### config.mk
export PLATFORM = sky130hd
export DESIGN_NAME = audio_seq
export DESIGN_NICKNAME = d
export VERILOG_FILES = /design/src/rtl/audio_seq.sv
export SDC_FILE = /design/constraint.sdc
export NUM_CORES = 1
export LEC_CHECK = 0
export ABC_AREA = 1
export BUFFER_PORTS_ARGS = -buffer_cell sky130_fd_sc_hd__buf_4
export CAP_MARGIN = 20
export CORE_ASPECT_RATIO = 1.25
export CORE_MARGIN = 2
export CORE_UTILIZATION = 50
export CTS_CLUSTER_SIZE = 20
export DETAILED_ROUTE_END_ITERATION = 12
export GPL_ROUTABILITY_DRIVEN = 0
export GPL_TIMING_DRIVEN = 0
export HOLD_SLACK_MARGIN = 0.02
export PLACE_DENSITY = 0.67
export SETUP_SLACK_MARGIN = 0.1
export SKIP_LAST_GASP = 1
export SLEW_MARGIN = 5
export SYNTH_ARGS = -nofsm -noshare
export SYNTH_HDL_FRONTEND = slang
export SYNTH_SLANG_ARGS = --single-unit
export TNS_END_PERCENT = 100
### constraint.sdc
create_clock -name clk -period 5 [get_ports clk]
set_input_delay 0.25 -clock clk [delete_from_list [all_inputs] [get_ports clk]]
set_output_delay 0.25 -clock clk [all_outputs]
set_load 0.005 [all_outputs]
### src/rtl/audio_seq.sv
// Audio playback sequencer: period/duration registers, square-wave tone
// generator and a one-cycle release pulse when a programmed note ends.
module audio_seq #(
  parameter int DATA_W   = 8,
  parameter int TICK_DIV = 50000,
  parameter int PRE_DIV  = 500
) (
  input  logic              clk,
  input  logic              reset,
  input  logic              audioreg,
  input  logic              audioact,
  input  logic              s_cont,
  input  logic [DATA_W-1:0] data,
  output logic              cont,
  output logic              busy,
  output logic              speaker
);

  localparam int MS_W  = (TICK_DIV > 1) ? $clog2(TICK_DIV) : 1;
  localparam int PRE_W = (PRE_DIV > 1) ? $clog2(PRE_DIV) : 1;
  localparam logic [MS_W-1:0]  MS_LAST  = MS_W'(TICK_DIV - 1);
  localparam logic [PRE_W-1:0] PRE_LAST = PRE_W'(PRE_DIV - 1);

  typedef enum logic [1:0] {
    IDLE = 2'd0,
    PLAY = 2'd1,
    DONE = 2'd2
  } state_t;

  state_t            state, state_nx;
  logic [DATA_W-1:0] per_reg, per_nx;
  logic [DATA_W-1:0] dur_reg, dur_nx;
  logic [DATA_W-1:0] dur_cnt, dur_cnt_nx;
  logic [MS_W-1:0]   ms_cnt, ms_nx;
  logic [PRE_W-1:0]  pre_cnt, pre_nx;
  logic [DATA_W-1:0] half_cnt, half_nx;
  logic              spk_q, spk_nx;

  always_ff @(posedge clk or negedge reset) begin
    if (!reset) begin
      state    <= IDLE;
      per_reg  <= '0;
      dur_reg  <= '0;
      dur_cnt  <= '0;
      ms_cnt   <= '0;
      pre_cnt  <= '0;
      half_cnt <= '0;
      spk_q    <= 1'b0;
    end else begin
      state    <= state_nx;
      per_reg  <= per_nx;
      dur_reg  <= dur_nx;
      dur_cnt  <= dur_cnt_nx;
      ms_cnt   <= ms_nx;
      pre_cnt  <= pre_nx;
      half_cnt <= half_nx;
      spk_q    <= spk_nx;
    end
  end

  always_comb begin
    state_nx   = state;
    per_nx     = per_reg;
    dur_nx     = dur_reg;
    dur_cnt_nx = dur_cnt;
    ms_nx      = ms_cnt;
    pre_nx     = pre_cnt;
    half_nx    = half_cnt;
    spk_nx     = spk_q;

    if (audioreg)
      dur_nx = data;
    if (audioact && s_cont)
      per_nx = data;

    unique case (state)
      IDLE: begin
        spk_nx = 1'b0;
        if (audioact && !s_cont) begin
          state_nx   = PLAY;
          dur_cnt_nx = dur_reg;
          ms_nx      = '0;
          pre_nx     = '0;
          half_nx    = '0;
        end
      end

      PLAY: begin
        if (dur_cnt != '0) begin
          if (ms_cnt == MS_LAST) begin
            ms_nx      = '0;
            dur_cnt_nx = dur_cnt - DATA_W'(1);
          end else begin
            ms_nx = ms_cnt + MS_W'(1);
          end
        end else begin
          state_nx = DONE;
        end

        if (pre_cnt == PRE_LAST)
          pre_nx = '0;
        else
          pre_nx = pre_cnt + PRE_W'(1);

        // >= rather than == so a shortened period never lets half_cnt run past it
        if (per_reg == '0) begin
          spk_nx = 1'b0;
        end else if (pre_cnt == PRE_LAST) begin
          if (half_cnt >= per_reg - DATA_W'(1)) begin
            half_nx = '0;
            spk_nx  = ~spk_q;
          end else begin
            half_nx = half_cnt + DATA_W'(1);
          end
        end

        if (dur_cnt == '0)
          spk_nx = 1'b0;
      end

      DONE: begin
        state_nx = IDLE;
        spk_nx   = 1'b0;
      end

      default: begin
        state_nx = IDLE;
        spk_nx   = 1'b0;
      end
    endcase
  end

  assign cont    = (state == DONE);
  assign busy    = (state != IDLE);
  assign speaker = spk_q;

endmodule

; ---- Yosys cells after proc, flatten, opt, wreduce, memory -nomap -nowiden
; Index checks and enable logic that the tools add are counted.
; Widths: inputs -> output; s select.
[word_totals]
inputBits = 13
register_bits = 60
elab_cells = 66
[op_classes]
n_lt_le_gt_ge = 1
mux = 24
bitwise_logic = 1
reduce_logical = 15
eq_ne = 12
add_sub_neg = 5
[op_table]
columns = cell, n
row1 = $mux 8, 7
row2 = $mux 16, 3
row3 = $pmux 16 s2, 1
row4 = $pmux 8 s2, 2
row5 = $mux 9, 2
row6 = $pmux 9 s2, 1
row7 = $add 16x1->16 const B, 1
row8 = $eq 16x16->1 const B, 1
row9 = $logic_not 8->1, 2
row10 = $sub 8x1->8 const B, 2
row11 = $ne 2x2->1 const B, 6
row12 = $add 9x1->9 const B, 1
row13 = $eq 9x9->1 const B, 1
row14 = $add 8x1->8 const B, 1
row15 = $ge 8x8->1, 1
row16 = $ne 4x4->1 const B, 2
row17 = $reduce_and 4->1, 2
row18 = $reduce_bool 8->1, 1
row19 = $reduce_and 2->1, 3
row20 = $mux 1, 5
row21 = $mux 2, 2
row22 = $pmux 2 s2, 1
row23 = $reduce_bool 2->1, 2
row24 = $reduce_and 3->1, 1
row25 = 6 further kinds, 7

; ---- Longest topological paths before layout
; Gate-level depths: netlist of the first run.
[depth]
depth_word = 7
depth_mapped = 13
ltp_nobuf = 13

; ---- Worst setup path after synthesis of the first run
; OpenSTA, ideal clock, no wires.
[synth_timing]
path_type = register -> register
from = register per_reg[3]
to = register spk_q (netlist: speaker)
path_stages_with_launch = 11
t_required_ps = 4881
setup_time_ps = 119
setup_slack_ps = 2931
t_arrival_ps = 1950
n_path_buf = 0
cell_sequence = dfrtp_1 > nor2_1 > nand4_1 > nor3_1 > xnor2_1 > ha_1 > a21o_1 > nor2_1 > nand2_1 > a21oi_1 > nor2_1
[synth_via]
elab_chain_len = 4
word_cells_on_any_way = 9
cone_classes = 1 x add/sub / 1 x order compare / 2 x eq/ne / 3 x mux / 2 x reduce/logical
[synth_lines]
columns = item, line_no
row1 = from (decl), 31  ; logic [DATA_W-1:0] per_reg, per_nx;
row2 = from (signal assigned), 51  ; per_reg <= per_nx;
row3 = $sub 8x1->8 / $logic_not 8->1 (equally long branches), "109, 106"
row4 = $ge 8x8->1 / $mux 1 (equally long branches), "109, 106"
row5 = $ne 4x4->1 (no line) / $mux 1 (equally long branches), -
row6 = $reduce_and 2->1 (no line) / $mux 1 (equally long branches), -
row7 = to (signal assigned), 57  ; spk_q <= spk_nx;
row8 = to (decl), 37  ; logic spk_q, spk_nx;
; Parallel ways exist; a longest one is shown, timed or not.
; A chain may end at the register's enable or synchronous reset.

; ---- Final worst setup path of the first run
[layout_timing]
from = register per_reg[2]
to = register half_cnt[5]
[layout_via]
elab_chain_len = 6
word_cells_on_any_way = 9
cone_classes = 1 x add/sub / 1 x order compare / 1 x eq/ne / 4 x mux / 2 x reduce/logical
[layout_lines]
columns = item, line_no
row1 = $sub 8x1->8, 109  ; if (half_cnt >= per_reg - DATA_W'(1)) begin
row2 = $ge 8x8->1, 109
row3 = $mux 8, 109
row4 = $mux 8, 108  ; end else if (pre_cnt == PRE_LAST) begin
row5 = $mux 8, 106  ; if (per_reg == '0) begin
row6 = $pmux 8 s2, 76  ; unique case (state)
row7 = to (signal assigned), 56  ; half_cnt <= half_nx;
row8 = to (decl), 36  ; logic [DATA_W-1:0] half_cnt, half_nx;
; Parallel ways exist; a longest one is shown, timed or not. The select of a mux whose other input is x is not followed.

==> out/metrics.yaml, run 1 <==
area_growth_syn_to_layout_pct: 11.8
port_buffers: 15
wire_per_inst_um: 11.9
fin_crit_ns: 2.42
combPwrFrac: 0.419
post_synth_inst_count: 502
floorplan.core_area_um2: 7310
ys.warnings.count: 0
start_util: 0.510
largest_reg_flops: 16
critPathKind: "flip-flop to flip-flop"
yosysMostFrequentCell: "nand2_1"
holdCritStartpoint: "data[5]"
dp_slack_ns: 2.62
crit_path_end_kind: "flip-flop"
path_clk_slew_ns: 0.07
io_pins: 16
registers.top_by_ff_count: "ms_cnt"
global_route.usage.total: 0.209
reg2reg_from: "per_reg[2]"
design.die.area_um2: 8170
die_height_um: 101
netlist_area_um2: 3730
cts_bufs_inserted: 9
worst-endpoint-required_ns: 5.27
dieWidth_um: 81.2
total_count_of_max_transition_violations_in_the_final_report: 0
worst_ep_arrival_time_ns: 2.69
first_iter_violations: 107
final_antenna_net_count: 0
htree_num_levels: 3
max_cap_viol_count: 0
ys_seq_elements: 60
synth_top_cell_area_share: 0.403
power.share.clock: 0.232
synth.distinct_cells: 36
clkSinkCount: 60
rsz_0062_raised_after_global_routing: "no"
insertion_delay_to_the_later_sink_of_the_worst_skew_pair_ns: 0.34
synth-edff-count: 0
dr_total_vias: 3185
synth-seq-area-share: 0.403
ys_top_cells_by_count: "nand2_1 (145), inv_1 (62), dfrtp_1 (60)"
slew_headroom: 0.497
tritoncts: "yes"
setup_viol_count_final: 0
status: "complete, no violations"
count_of_tritonroute_iterations_in_the_first_routing_pass: 4
drc: 0
area_taken_by_multi_input_logic_gates_um2: 1880
std_cell_rows: 35
synth-main-ff-cell: "dfrtp_1"
grt_antenna_before_repair: 0
syn-num-nets: 530
timing.final.hold_violations: 0
layout-drive-gt1-share: 0.125
nFillCells: 687
layout.area.seq_um2: 1500
syn_avg_cell_area_um2: 7.42
netlist.top_cell.by_area: "dfrtp_1"
hold_class: "input port to flip-flop"
max_slew.worst_pin.slew_ns: 0.755
grt_pass1_wl_um: 13200
postCtsSetupRepairBufs: 0
finalCoreUtilization: 0.570
cp-startpoint: "per_reg[2]"
grt.overflow.total: 0
worst_clock_skew_on_the_final_layout_ns: 0.0112
detailed_place_hpwl_um: 5560
worst_slack_ns: 2.58
finalNetCount: 557
grt_max_degree: 61
antenna_cells_inserted: 0
cell_internal_pwr_uw: 1140
ys_top_cells_by_area: "dfrtp_1 (40%), nand2_1 (15%), inv_1 (6.2%), ha_1 (5.0%), nor2_1 (4.7%)"
seq_power_share: 0.350
worst_ir_drop_vdd_uv: 238
netSwitchingPower_uw: 801
sw_frac_of_total: 0.412
leakage_uw: 0.00211
proportion_of_synthesized_flip_flops_having_asynchronous_set_or_reset: 1.00
cp-start-kind: "flip-flop"
wl_um: 7480
clock_tree.root_cell: "clkbuf_8"
clockBufferDepth: 2
path_max_fanout: 6
final_min_period_over_clock_period: 0.484
vias_in_the_first_global_route: 3081
final.setup.tns_ns: 0
route.detailed.vias_per_inst: 5.09
max_freq_mhz: 413
power-per-cell-area_nw_per_um2: 466
biggestRegsByFlops: "ms_cnt x16, pre_cnt x9"
## area by class of cell
type | count | area share
Multi-Input combinational cell | 361 | 0.452
Sequential cell | 60 | 0.360
Inverter | 69 | 0.0639
Clock buffer | 12 | 0.0372
Timing Repair Buffer | 16 | 0.0294
Tap cell | 92 | 0.0276
Buffer | 12 | 0.0183
Clock inverter | 4 | 0.0114
## cells in the final DEF (no fill, tap or decap), types with 3 or more instances in the layout
master    instances
buf_2             4
xor2_1           11
clkbuf_1          5
nand2_1         145
o21ai_1           3
a21oi_1          12
buf_4            16
clkbuf_8         11
nand2_4           4
o21ai_0          32
nor3b_1           3
inv_2             5
nor2_4            3
o21bai_1          4
buf_6             3
nor2_1           47
nor3_1           10
dfrtp_1          60
inv_1            62
nand3_1          32
nand4_1          17
ha_1             15
mux2_2            6
## per-layer routing
metal	vias up	part of all wire	track usage
met5	-	0	0
li1	1663	-	-
met4	0	0.021	0.0913
met2	51	0.49	0.360
met1	1458	0.45	0.254
met3	13	0.033	0.0385
## worst max-delay path, stage by stage (launching register included)
cell and delay, ns:
dfrtp_1 0.42, nor2_1 0.17, nand4_1 0.15, nor3_1 0.22, xnor2_1 0.16, ha_1 0.27
a21o_1 0.17, nor2_1 0.31, nand2_1 0.20, nor2_1 0.15, nand3_1 0.08, nand2_1 0.06
## path summary, 6_finish.rpt
| check | to | slack [ns] | depth (start not counted) |
|---|---|---|---|
| max in group asynchronous | pre_cnt[0] | 3.97 | 2 |
| hold / removal | dur_reg[5] | 0.14 | 3 |
| hold reg to reg | dur_reg[1] | 0.51 | 1 |
| setup reg to reg | half_cnt[5] | 2.58 | 11 |
| setup / recovery | half_cnt[5] | 2.58 | 11 |
| min in group asynchronous | half_cnt[1] | 0.52 | 2 |
## power groups by stage
stage / Clock [uW] / Combinational [uW] / Sequential (uW)
final: 450 / 813 / 680
after global routing: 485 / 942 / 699
after CTS: 461 / 820 / 678
after detailed placement: 0 / 814 / 688
after global placement: 0 / 798 / 686
after floorplan: 0 / 638 / 666
## logic make-up (layout without fill, tap and decap cells)
family,count (synthesis),after routing,synth area share
compound gates,56,56,0.0822
xor+xnor,13,13,0.0305
fa+ha+maj,15,15,0.0504
buf+inv,81,113,0.0920
flops,60,60,0.403
mux,6,6,0.0181
simple gates,271,271,0.324
## per-stage QoR
step / total power [uW] / instance area [um2] / hold slack (ns) / instances
5_1_grt: 2130 / 4170 / 0.139 / 626
2_1_floorplan: 1300 / 3730 / -0.0456 / 502
3_3_place_gp: 1480 / 3960 / 0.377 / 609
4_1_cts: 1960 / 4170 / 0.130 / 626
6_report: 1940 / 4170 / 0.137 / 626
3_5_place_dp: 1500 / 3960 / 0.376 / 609
## what timing repair did
| item | CTS | global route |
|---|---|---|
| hold endpoints to repair | 34 | 0 |
| resized for setup | 0 | 0 |
| hold buffers | 1 | 0 |
(Power assumes the default switching activity.)
==> inputs of run 2 (changes only) <==
Settings changed: PLACE_DENSITY 0.67 to 0.69.
Clock period 5 ns to 2.09 ns, I/O delays scaled along.
==> run 2 against run 1 <==
Against the previous run: the flow now finishes with violations (setup timing); clock skew down 0.0050 ns; largest power group unchanged; critical path depth unchanged; non-clock buffer count up 15; critical path type unchanged; clock-buffer cell count down 1; critical endpoint is now half_cnt[3]; fmax up 15%; largest cell class unchanged.
==> out/metrics.yaml, run 2 (synthesis gave the netlist of run 1 again) <==
wl_um: 7950
worst_clock_skew_on_the_final_layout_ns: 0.00626
global_route.usage.total: 0.217
area_taken_by_multi_input_logic_gates_um2: 1910
design.die.area_um2: 8170
grtUsageMet1: 0.266
crit_path_end_kind: "flip-flop"
grt_antenna_before_repair: 0
setup_viol_count_final: 2
io_pins: 16
dieWidth_um: 81.2
reg2reg_from: "per_reg[0]"
area_growth_syn_to_layout_pct: 15.9
grt_most_used_layer: "met2"
biggestRegsByFlops: "ms_cnt x16, pre_cnt x9"
path_clk_slew_ns: 0.07
path_max_fanout: 5
slew_headroom: 0.498
cts_bufs_inserted: 9
vias_in_the_first_global_route: 3169
worst-r2r-setup-slack_ns: -0.02
htree_num_levels: 3
tritoncts: "yes"
layout-drive-gt1-share: 0.137
timing.final.hold_violations: 0
status: "finished with violations"
std_cell_rows: 35
worst-endpoint-required_ns: 2.36
floorplan.core_area_um2: 7310
leakage_uw: 0.00217
most-common-layout-cells: "nand2_1 (143), inv_1 (62), dfrtp_1 (60)"
crit-reg2reg-capture: "half_cnt[3]"
groute.layer.met3.usage: 0.0260
max_freq_mhz: 474
detailed_place_hpwl_um: 5720
grt.overflow.total: 0
worst_slack_ns: -0.0193
use_met2: 0.375
grt_pass1_wl_um: 13700
nFillCells: 682
registers.top_by_ff_count: "ms_cnt"
finalHoldWorstSlack_ns: 0.216
antenna_cells_inserted: 0
max_cap_viol_count: 0
clock_tree.root_cell: "clkbuf_8"
final_min_period_over_clock_period: 1.01
layout_commonest_cell: "nand2_1"
start_util: 0.510
grt_max_degree: 61
drc: 0
total_count_of_max_transition_violations_in_the_final_report: 0
fin_crit_ns: 2.11
power-per-cell-area_nw_per_um2: 1060
layout.area.seq_um2: 1500
die_height_um: 101
hold-path-cell-count: 3
count_of_tritonroute_iterations_in_the_first_routing_pass: 4
worst_ep_arrival_time_ns: 2.38
failed_checks: "setup timing"
final_antenna_net_count: 0
dp_slack_ns: -0.134
route.detailed.vias_per_inst: 5.09
max_slew.worst_pin.slew_ns: 0.753
holdCritStartpoint: "audioact"
rsz_0062_raised_after_global_routing: "yes"
dr_total_vias: 3259
cp-start-kind: "flip-flop"
clockBufferDepth: 2
clkSinkCount: 60
critPathKind: "flip-flop to flip-flop"
worst_ir_drop_vdd_uv: 547
largest_reg_flops: 16
first_iter_violations: 140
hold_class: "input port to flip-flop"
insertion_delay_to_the_later_sink_of_the_worst_skew_pair_ns: 0.33
worst_hold_path_endpoint: "per_reg[2]"
finalNetCount: 572
wire_per_inst_um: 12.4
r2r_cells: 11
port_buffers: 15
run 2: cell types whose count changed in the layout (fill, tap and decap cells not counted), sizes merged:
cell	delta
buf	+3
bufinv	-1
clkbuf	-1
clkinvlp	+1
dlygate4sd3	+12
run 2: worst max path at each step:
stage	from	endpoint	slack [ns]	depth (start not counted)
4_1_cts	per_reg[3]	half_cnt[3]	0.04	11
5_1_grt	per_reg[2]	half_cnt[0]	-0.20	10
3_3_place_gp	per_reg[3]	half_cnt[7]	-0.08	11
3_5_place_dp	per_reg[3]	speaker	-0.13	10
2_1_floorplan	per_reg[3]	speaker	0.13	10
6_report	per_reg[0]	half_cnt[3]	-0.02	11
run 2: layout make-up:
type / count / area share
clock inverter: 4 / 0.00579
buffer: 12 / 0.0177
sequential: 60 / 0.347
timing repair buffer: 31 / 0.0643
tap: 92 / 0.0266
multi-input combinational: 361 / 0.442
inverter: 69 / 0.0617
clock buffer: 11 / 0.0350
run 2: critical path: stages, from the launching register on:
cell     delay [ns]
dfrtp_1        0.38
inv_1          0.16
nand4_1        0.17
buf_4          0.17
xor2_1         0.17
ha_1           0.28
a21oi_1        0.13
nor2_1         0.08
nor2_4         0.14
buf_12         0.13
nand4_1        0.10
o21ai_2        0.12
run 2: power breakdown:
part	switching (uW)	internal, uW	leakage, uW	total (uW)
sequential	230	1400	0.000775	1630
combinational	1250	737	0.00131	1990
clock	458	484	0.0000872	941
run 2: timing repair:
action | in CTS | in global routing
gates resized for setup | 4 | 1
endpoints found under the setup margin | 9 | 9
pin swaps | 2 | 4
hold endpoints to repair | 73 | 0
hold buffers | 13 | 0
setup buffers | 1 | 2
run 2: routing by layer:
layer | routed length (um) | share of wire | up-vias
met5 | 0 | 0 | -
met4 | 178 | 0.022 | 0
met3 | 177 | 0.022 | 15
met2 | 4020 | 0.51 | 33
met1 | 3570 | 0.45 | 1521
li1 | - | - | 1690
run 2: metrics by stage:
step | total power (uW) | TNS, ns | instances | utilization | instance area, um2
2_1_floorplan | 3120 | 0 | 502 | - | 3730
6_report | 4560 | -0.0349 | 640 | 0.591 | 4320
3_5_place_dp | 3610 | -0.477 | 609 | 0.542 | 3960
4_1_cts | 4590 | 0 | 638 | 0.588 | 4300
3_3_place_gp | 3560 | -0.284 | 609 | 0.542 | 3960
5_1_grt | 4990 | -1.49 | 640 | 0.591 | 4320
